`config.mk`:
```
export PLATFORM = sky130hd
export DESIGN_NAME = ws2811_strip_scheduler_flat
export DESIGN_NICKNAME = d
export VERILOG_FILES = /design/src/rtl/ws2811_pkg.sv /design/src/rtl/ws2811_strip_scheduler_if.sv /design/src/rtl/ws2811_gap_timer.sv /design/src/rtl/ws2811_strip_scheduler.sv /design/src/flat_wrapper.sv
export SDC_FILE = /design/constraint.sdc
export NUM_CORES = 1
export LEC_CHECK = 0
export CAP_MARGIN = 20
export CORE_MARGIN = 5
export CORE_UTILIZATION = 55
export DETAILED_ROUTE_END_ITERATION = 8
export PLACE_DENSITY = 0.75
export SETUP_SLACK_MARGIN = 0.4
export SLEW_MARGIN = 10
export SYNTH_ARGS = -nofsm -noshare
export SYNTH_HDL_FRONTEND = slang
export SYNTH_SLANG_ARGS = --single-unit
```
`constraint.sdc`:
```
create_clock -name clk -period 3.87 [get_ports clk]
set_input_delay 0.9675 -clock clk [delete_from_list [all_inputs] [get_ports clk]]
set_output_delay 0.9675 -clock clk [all_outputs]
set_load 0.02 [all_outputs]
```
`src/rtl/ws2811_pkg.sv`:
```
`default_nettype none
// +----------------------------------------------------------------------+
// | Package     : ws2811_pkg                                             |
// | Description : Shared scheduler state encoding, byte geometry and the |
// |               default strip geometry for the WS2811 strip scheduler. |
// | Revision    : 1.0 - initial release                                  |
// +----------------------------------------------------------------------+
package ws2811_pkg;

  localparam int BITS_PER_BYTE = 8;
  localparam int BYTES_PER_LED = 3;

  localparam int DEFAULT_RESET_CYCLES   = 2500;
  localparam int DEFAULT_LEDS_PER_STRIP = 50;
  localparam int DEFAULT_NUM_STRIPS     = 8;

  typedef enum logic [2:0] {
    IDLE      = 3'd0,
    FETCH     = 3'd1,
    WAIT_DATA = 3'd2,
    SHIFT     = 3'd3,
    GAP       = 3'd4
  } state_t;

endpackage
`default_nettype wire

```
`src/rtl/ws2811_strip_scheduler_if.sv`:
```
`default_nettype none
// +----------------------------------------------------------------------+
// | Interface   : ws2811_strip_scheduler_if                              |
// | Description : Pixel FIFO read port and bit-encoder handshake seen by |
// |               the strip scheduler. master = scheduler side,          |
// |               slave = FIFO / encoder side.                           |
// | Revision    : 1.0 - initial release                                  |
// +----------------------------------------------------------------------+
interface ws2811_strip_scheduler_if;

  logic [7:0] fifo_data;
  logic       fifo_empty;
  logic       fifo_rd;
  logic       bit_data;
  logic       bit_valid;
  logic       bit_ready;

  modport master (
    input  fifo_data, fifo_empty, bit_ready,
    output fifo_rd, bit_data, bit_valid
  );

  modport slave (
    output fifo_data, fifo_empty, bit_ready,
    input  fifo_rd, bit_data, bit_valid
  );

endinterface
`default_nettype wire

```
`src/rtl/ws2811_gap_timer.sv`:
```
`default_nettype none
// +----------------------------------------------------------------------+
// | Module      : ws2811_gap_timer                                       |
// | Description : Latch-gap down-counter. A load pulse arms it; expire_o |
// |               pulses for one cycle in the RESET_CYCLES-th cycle      |
// |               after the load, then the timer goes quiet.             |
// | Revision    : 1.0 - initial release                                  |
// +----------------------------------------------------------------------+
module ws2811_gap_timer
  import ws2811_pkg::*;
#(
  parameter int RESET_CYCLES = DEFAULT_RESET_CYCLES
) (
  input  logic clk,
  input  logic rst_n,
  input  logic load_i,
  output logic expire_o
);

  localparam int CNT_W = (RESET_CYCLES > 1) ? $clog2(RESET_CYCLES) : 1;
  localparam logic [CNT_W-1:0] CNT_LOAD = CNT_W'(RESET_CYCLES - 1);
  localparam logic [CNT_W-1:0] CNT_ONE  = CNT_W'(1);

  logic [CNT_W-1:0] cnt_q, cnt_d;
  logic             active_q, active_d;

  // Next count: load arms the timer, then count down to zero and disarm.
  always_comb begin
    cnt_d    = cnt_q;
    active_d = active_q;
    if (load_i) begin
      cnt_d    = CNT_LOAD;
      active_d = 1'b1;
    end else if (active_q) begin
      if (cnt_q == '0) begin
        active_d = 1'b0;
      end else begin
        cnt_d = cnt_q - CNT_ONE;
      end
    end
  end

  // Counter registers with synchronous active-low reset.
  always_ff @(posedge clk) begin
    if (!rst_n) begin
      cnt_q    <= '0;
      active_q <= 1'b0;
    end else begin
      cnt_q    <= cnt_d;
      active_q <= active_d;
    end
  end

  assign expire_o = active_q && (cnt_q == '0);

endmodule
`default_nettype wire

```
`src/rtl/ws2811_strip_scheduler.sv`:
```
`default_nettype none
// +----------------------------------------------------------------------+
// | Module      : ws2811_strip_scheduler                                 |
// | Description : Pulls pixel bytes from the FIFO, serialises them MSB-  |
// |               first into the WS2811 bit encoder strip by strip,      |
// |               inserts the latch gap after every strip and drives the |
// |               strip demux select.                                    |
// | Options     : WS_UNDERRUN_BLANK_EN - when defined, an empty FIFO in  |
// |               FETCH substitutes a 0x00 byte instead of stalling.     |
// | Revision    : 1.0 - initial release                                  |
// +----------------------------------------------------------------------+
module ws2811_strip_scheduler
  import ws2811_pkg::*;
#(
  parameter  int RESET_CYCLES   = DEFAULT_RESET_CYCLES,
  parameter  int LEDS_PER_STRIP = DEFAULT_LEDS_PER_STRIP,
  parameter  int NUM_STRIPS     = DEFAULT_NUM_STRIPS,
  localparam int SEL_W          = (NUM_STRIPS > 1) ? $clog2(NUM_STRIPS) : 1
) (
  input  logic                       clk,
  input  logic                       rst_n,
  input  logic                       run,
  ws2811_strip_scheduler_if.master   bus,
  output logic [SEL_W-1:0]           strip_sel,
  output logic                       busy,
  output logic                       frame_done,
  output logic                       underrun
);

  localparam int BYTES_PER_STRIP = LEDS_PER_STRIP * BYTES_PER_LED;
  localparam int BYTE_W          = $clog2(BYTES_PER_STRIP + 1);
  localparam int BIT_W           = $clog2(BITS_PER_BYTE);

  localparam logic [BYTE_W-1:0] BYTE_LAST = BYTE_W'(BYTES_PER_STRIP - 1);
  localparam logic [BYTE_W-1:0] BYTE_ONE  = BYTE_W'(1);
  localparam logic [BIT_W-1:0]  BIT_LAST  = BIT_W'(BITS_PER_BYTE - 1);
  localparam logic [BIT_W-1:0]  BIT_ONE   = BIT_W'(1);
  localparam logic [SEL_W-1:0]  SEL_LAST  = SEL_W'(NUM_STRIPS - 1);
  localparam logic [SEL_W-1:0]  SEL_ONE   = SEL_W'(1);

  state_t                     state_q, state_d;
  logic [BITS_PER_BYTE-1:0]   shreg_q, shreg_d;
  logic [BIT_W-1:0]           bit_cnt_q, bit_cnt_d;
  logic [BYTE_W-1:0]          byte_cnt_q, byte_cnt_d;
  logic [SEL_W-1:0]           strip_sel_q, strip_sel_d;
  logic                       underrun_q, underrun_d;
  logic                       gap_load;
  logic                       gap_expire;

  ws2811_gap_timer #(
    .RESET_CYCLES (RESET_CYCLES)
  ) u_gap_timer (
    .clk      (clk),
    .rst_n    (rst_n),
    .load_i   (gap_load),
    .expire_o (gap_expire)
  );

  // Scheduler next-state, datapath next values and handshake outputs.
  always_comb begin
    state_d       = state_q;
    shreg_d       = shreg_q;
    bit_cnt_d     = bit_cnt_q;
    byte_cnt_d    = byte_cnt_q;
    strip_sel_d   = strip_sel_q;
    underrun_d    = underrun_q;
    gap_load      = 1'b0;
    frame_done    = 1'b0;
    bus.fifo_rd   = 1'b0;
    bus.bit_valid = 1'b0;

    case (state_q)
      IDLE: begin
        if (run) begin
          state_d     = FETCH;
          strip_sel_d = '0;
          byte_cnt_d  = '0;
        end
      end

      FETCH: begin
        if (!bus.fifo_empty) begin
          bus.fifo_rd = 1'b1;
          state_d     = WAIT_DATA;
        end else begin
          underrun_d = 1'b1;
`ifdef WS_UNDERRUN_BLANK_EN
          // Send a black byte in place of the missing one so the strip
          // keeps its timing; the FIFO is not touched.
          shreg_d   = '0;
          bit_cnt_d = '0;
          state_d   = SHIFT;
`endif
        end
      end

      WAIT_DATA: begin
        shreg_d   = bus.fifo_data;
        bit_cnt_d = '0;
        state_d   = SHIFT;
      end

      SHIFT: begin
        bus.bit_valid = 1'b1;
        if (bus.bit_ready) begin
          shreg_d = {shreg_q[BITS_PER_BYTE-2:0], 1'b0};
          if (bit_cnt_q == BIT_LAST) begin
            bit_cnt_d  = '0;
            byte_cnt_d = byte_cnt_q + BYTE_ONE;
            if (byte_cnt_q == BYTE_LAST) begin
              // Arm the gap timer now so it starts counting next cycle.
              gap_load = 1'b1;
              state_d  = GAP;
            end else begin
              state_d = FETCH;
            end
          end else begin
            bit_cnt_d = bit_cnt_q + BIT_ONE;
          end
        end
      end

      GAP: begin
        if (gap_expire) begin
          byte_cnt_d = '0;
          if (strip_sel_q == SEL_LAST) begin
            strip_sel_d = '0;
            frame_done  = 1'b1;
            state_d     = run ? FETCH : IDLE;
          end else begin
            strip_sel_d = strip_sel_q + SEL_ONE;
            state_d     = FETCH;
          end
        end
      end

      default: state_d = IDLE;
    endcase
  end

  // FSM state register.
  always_ff @(posedge clk) begin
    if (!rst_n) begin
      state_q <= IDLE;
    end else begin
      state_q <= state_d;
    end
  end

  // Shift register, counters and sticky underrun flag.
  always_ff @(posedge clk) begin
    if (!rst_n) begin
      shreg_q     <= '0;
      bit_cnt_q   <= '0;
      byte_cnt_q  <= '0;
      strip_sel_q <= '0;
      underrun_q  <= 1'b0;
    end else begin
      shreg_q     <= shreg_d;
      bit_cnt_q   <= bit_cnt_d;
      byte_cnt_q  <= byte_cnt_d;
      strip_sel_q <= strip_sel_d;
      underrun_q  <= underrun_d;
    end
  end

  // The line is held low whenever no bit is being offered.
  assign bus.bit_data = (state_q == SHIFT) ? shreg_q[BITS_PER_BYTE-1] : 1'b0;
  assign strip_sel    = strip_sel_q;
  assign busy         = (state_q != IDLE);
  assign underrun     = underrun_q;

endmodule
`default_nettype wire

```
`src/flat_wrapper.sv`:
```
// flat-port wrapper written by rule: the top's interface ports become plain ports
module ws2811_strip_scheduler_flat import ws2811_pkg::*;
#(
  parameter  int RESET_CYCLES   = DEFAULT_RESET_CYCLES,
  parameter  int LEDS_PER_STRIP = DEFAULT_LEDS_PER_STRIP,
  parameter  int NUM_STRIPS     = DEFAULT_NUM_STRIPS,
  localparam int SEL_W          = (NUM_STRIPS > 1) ? $clog2(NUM_STRIPS) : 1
)
  (clk, rst_n, run, strip_sel, busy, frame_done, underrun, bus_fifo_data, bus_fifo_empty, bus_bit_ready, bus_fifo_rd, bus_bit_data, bus_bit_valid);
  ws2811_strip_scheduler_if bus_i ();
  input  logic clk;
  input  logic rst_n;
  input  logic run;
  output logic [SEL_W-1:0] strip_sel;
  output logic busy;
  output logic frame_done;
  output logic underrun;
  input wire logic [$bits(bus_i.fifo_data)-1:0] bus_fifo_data;
  input wire logic [$bits(bus_i.fifo_empty)-1:0] bus_fifo_empty;
  input wire logic [$bits(bus_i.bit_ready)-1:0] bus_bit_ready;
  output wire logic [$bits(bus_i.fifo_rd)-1:0] bus_fifo_rd;
  output wire logic [$bits(bus_i.bit_data)-1:0] bus_bit_data;
  output wire logic [$bits(bus_i.bit_valid)-1:0] bus_bit_valid;
  assign bus_i.fifo_data = bus_fifo_data;
  assign bus_i.fifo_empty = bus_fifo_empty;
  assign bus_i.bit_ready = bus_bit_ready;
  assign bus_fifo_rd = bus_i.fifo_rd;
  assign bus_bit_data = bus_i.bit_data;
  assign bus_bit_valid = bus_i.bit_valid;
  ws2811_strip_scheduler #(.RESET_CYCLES(RESET_CYCLES), .LEDS_PER_STRIP(LEDS_PER_STRIP), .NUM_STRIPS(NUM_STRIPS)) u_core (.clk(clk), .rst_n(rst_n), .run(run), .bus(bus_i), .strip_sel(strip_sel), .busy(busy), .frame_done(frame_done), .underrun(underrun));
endmodule
```
Word-level counts from Yosys, hierarchy flattened
Cells that the tools add are included.
Storage, ports and cells
  register bits after elaboration: 39
  output and inout bits: 9
  logic and storage cells: 84
Operators by class
  $add $sub $neg: 4
  equality and inequality tests: 13
  muxes and demuxes: 40
  bitwise operators: 2
  reduce and logical (&&, ||, !) cells: 16
Operator list (count)
  2-to-1 mux 8 bit: 5
  2-to-1 mux 12 bit: 3
  2-to-1 mux 3 bit: 12
  case mux 8 bit (3 select lines): 1
  case mux 8 bit (2 select lines): 1
  2-to-1 mux 1 bit: 15
  case mux 3 bit (5 select lines): 1
  logical NOT 12 bit: 1
  case mux 3 bit (2 select lines): 2
  subtractor 12 x 1 -> 12 bit, second input constant: 1
  AND reduction 5 bit: 2
  equality test 3 bit, second input constant: 3
  adder 8 x 1 -> 8 bit, second input constant: 1
  equality test 8 bit, second input constant: 1
  AND reduction 2 bit: 4
  adder 3 x 1 -> 3 bit, second input constant: 2
  equality test 3 x 2 -> 1 bit, second input constant: 2
  != test 2 x 1 -> 1 bit, second input constant: 3
  != test 2 bit, second input constant: 3
  nonzero test 2 bit: 3
  nonzero test 3 bit: 2
  equality test 3 x 1 -> 1 bit, second input constant: 1
  logical NOT 3 bit: 1
  AND reduction 3 bit: 1
  other kinds (3): 4

Depth between registers and ports, before layout
  depth in word-level cells: 7
  mapped depth: 8
  depth with buffers taken out: 7

Hierarchy
From an unflattened synthesis, not the netlist that was laid out.
Unflattened totals
  cell total of the unflattened synthesis: 243
  area total of the unflattened synthesis: 2150.8 um^2
Modules (own cells, without submodules)
  ws2811_strip_scheduler: instances 1, cells an instance 167, area each 1400.1 um^2, seq. area each 520.5 um^2
  ws2811_gap_timer: instances 1, cells an instance 76, area each 750.7 um^2, seq. area each 260.2 um^2

Worst setup path after synthesis
Ideal clock, no wire load.
  kind: input to output
  start point: input port bus_fifo_empty
  end point: output port bus_fifo_rd
  arrival time: 1706 ps
  setup slack: 1196 ps
  cell stages on the path: 1
  path buffers: 0
  path through: nor4b_1
Between the ends
  word-level cells in the longest chain between the ends: 2
Ends and longest elaborated chain
  start, declared: RTL line flat_wrapper.sv:19  | input wire logic [$bits(bus_i.fifo_empty)-1:0] bus_fifo_empty;
  2-to-1 mux 1 bit: RTL line ws2811_strip_scheduler.sv:82  | if (!bus.fifo_empty) begin
  2-to-1 mux 1 bit: RTL line ws2811_strip_scheduler.sv:72  | case (state_q)
  end, declared: RTL line flat_wrapper.sv:21  | output wire logic [$bits(bus_i.fifo_rd)-1:0] bus_fifo_rd;
No other way between the ends.

Worst setup path in the final report
Same ends and word-level chain as after synthesis.

==> flow_summary.ini <==
[outcome]
outcome = finished clean

[clock_network]
cts.sinks = 39
path_clk_slew_ns = 0.11
clk_latency_ns = 0.36
clockRootBuffer = clkbuf_4
cts_tree = built
cts_buffers = 5
clk_path_buf_depth = 2
cts-htree-levels = 2
ctsHoldBuffers = 0
cts_setup_buffers = 0

[detailed_routing]
drt-initial-drc-count = 99
vias_per_cell = 5.58
drc_errors = 0
num_vias = 1680
ant_nets = 0
wire_per_inst_um = 13.0
first_pass_iters = 4
finalWirelength_um = 3900

[setup_path]
cp_max_fo = 4
reg2reg_depth = 5
crit_arrival_ns = 2.33
r2r_end = u_core.u_gap_timer.cnt_q[1]
startpoint_type = primary input
worstSetupEndpointType = output pin
cp.required_ns = 2.90
r2r_setup_slack_ns = 1.65
worstSetupPathType = in -> out
rr_startpoint = u_core.u_gap_timer.cnt_q[9]

[yosys]
synthCells = 236
synth_top_area_share = 0.398
async_flop_share = 0
ys_seq_elements = 39
syn_area_per_cell_um2 = 8.31
synth_area_um2 = 1960
synth_edf_count = 0
synthTopCellsByArea = dfxtp_1, nor2_1, a21oi_1
synthTopCellsByCount = dfxtp_1, nor2_1, nand2_1, a21oi_1, clkbuf_1
yosysTopAreaCell = dfxtp_1
synth_ff_type = dfxtp_1
yosys.cell_types.count = 43
synth.net_count = 256
ys_warn_count = 0
yosysMostFrequentCell = dfxtp_1
seq_area_frac_synth = 0.398

[power]
p_per_area_nw_per_um2 = 323
clkPwrFrac = 0.332
ir_drop_uv = 215
p_leak_uw = 0.000801
p_comb_frac = 0.096
netSwitchingFraction = 0.250
power_frac_seq = 0.572
p_sw_uw = 183
internal-power_uw = 549

[finish]
n_fill_cell = 309
nets = 274
final_core_util = 0.669
fin_cells = 301
layout-drive-gt1-share = 0.0667
diodes = 0
area_growth_pct = 15.6

[floorplan]
initial_core_util = 0.578
coreArea_um2 = 3390
num_rows = 21
dieArea_um2 = 4860
dieHeight_um = 69.7
dieWidth_um = 69.7
ios = 22

[hold_path]
hold_class = reg -> reg
hold_depth = 2
hold_end = u_core.bit_cnt_q[2]
min_from = u_core.bit_cnt_q[2]

[timing]
rsz0062_at_grt = false
max_freq_mhz = 303
slew_viol_final = 0
setup-violations-final = 0
finalHoldViolCount = 0
worst_slew_pin_slew_ns = 0.774
fin_tns_setup_ns = 0
min_period_over_period = 0.853
skew_ns = 0.00908
max-slew-margin-rel = 0.484
setup_ws_ns = 0.571
layout_min_cycle_time_ns = 3.30

[grt]
antenna_found_initial = 0
gr-total-overflow = 0
grt_usage = 0.175
grt_pass1_wl_um = 6970
grt_max_degree = 26
grt_pass1_vias = 1597

[flow_run]
maxCapViolations = 0

[placement]
dpl.hpwl_um = 2730
dpl.cell_count = 293
dp_slack_ns = 0.569
gp_congestion = 0.834
port_buffers = 21
## flip-flops by register name (all words and copies together) (netlist names)
name / flops
u_core.u_gap_timer.cnt_q: 12
u_core.byte_cnt_q: 8
u_core.shreg_q: 8
u_core.bit_cnt_q: 3
u_core.state_q: 3
u_core.strip_sel: 3
u_core.u_gap_timer.active_q: 1
u_core.underrun: 1
## power groups by stage
stage | registers [µW] | clock network, µW | logic [µW]
2_1_floorplan | 424 | 0 | 45.7
3_3_place_gp | 428 | 0 | 69.8
3_5_place_dp | 428 | 0 | 70.4
4_1_cts | 419 | 250 | 71.0
5_1_grt | 421 | 264 | 78.9
6_report | 419 | 243 | 70.4
## critical path: stages
cell and delay (ns):
clkdlybuf4s50_1 0.45, nor4b_1 0.26, clkdlybuf4s50_1 0.65
## timing repair
action,CTS,global route
hold endpoints to repair,0,0
resized for setup,1,0
setup endpoints to repair,1,0
## routing by layer
layer  track usage  up-vias  wire length [µm]  share of wire
met5             0        -                 0              0
li1              -      882                 -              -
met1         0.228      763              1960           0.50
met2         0.268       29              1690           0.43
met4        0.0702        0                62          0.016
met3        0.0522        6               187          0.048
## metrics by stage
stage          power (µW)  hold WS, ns  cell area (µm²)
4_1_cts               740        0.468             2270
3_5_place_dp          498        0.452             2200
2_1_floorplan         470        0.436             1960
6_report              733        0.465             2270
5_1_grt               763        0.495             2270
3_3_place_gp          498        0.449             2200
## cells by family after synthesis
group           count (synthesis)  synth area share
simple gates                  109             0.294
compound gates                 48             0.163
flops                          39             0.398
buf+inv                        19            0.0364
xor+xnor                       12            0.0536
fa+ha+maj                       7            0.0447
mux                             2            0.0108
## final cells by class
cell class	instances	area, µm²	area share
clock buffer	8	68.8	0.0304
inverter	7	26.3	0.0116
multi-input combinational	178	1110	0.489
sequential	39	781	0.345
tap	46	57.6	0.0254
timing repair buffer	23	224	0.0988
## placed cells by master, fill, tap and decap left out, drive strengths merged, types with 3 or more instances in the layout
master | Yosys | final
nor2 | 33 | 33
nand3b | 4 | 4
xnor2 | 9 | 9
o211ai | 3 | 3
xor2 | 3 | 3
dfxtp | 39 | 39
nor4 | 5 | 5
ha | 7 | 7
nor3 | 4 | 4
nand3 | 8 | 8
clkbuf | 12 | 8
o21ai | 5 | 5
a21oi | 21 | 21
nand2 | 28 | 28
or3 | 6 | 6
inv | 7 | 7
or4 | 4 | 4
a311oi | 9 | 9
clkdlybuf4s50 | 0 | 20
## how the worst max path moves through the flow
| stage | from | endpoint | slack (ns) | cells after the start |
|---|---|---|---|---|
| after floorplan | bus_fifo_empty | bus_fifo_rd | 1.20 | 1 |
| after global placement | bus_fifo_empty | bus_fifo_rd | 0.60 | 3 |
| after detailed placement | bus_fifo_empty | bus_fifo_rd | 0.57 | 3 |
| after CTS | bus_fifo_empty | bus_fifo_rd | 0.56 | 3 |
| after global routing | bus_fifo_empty | bus_fifo_rd | 0.46 | 3 |
| final | bus_fifo_empty | bus_fifo_rd | 0.57 | 3 |
Note: power is estimated with default switching activity, not from simulation.
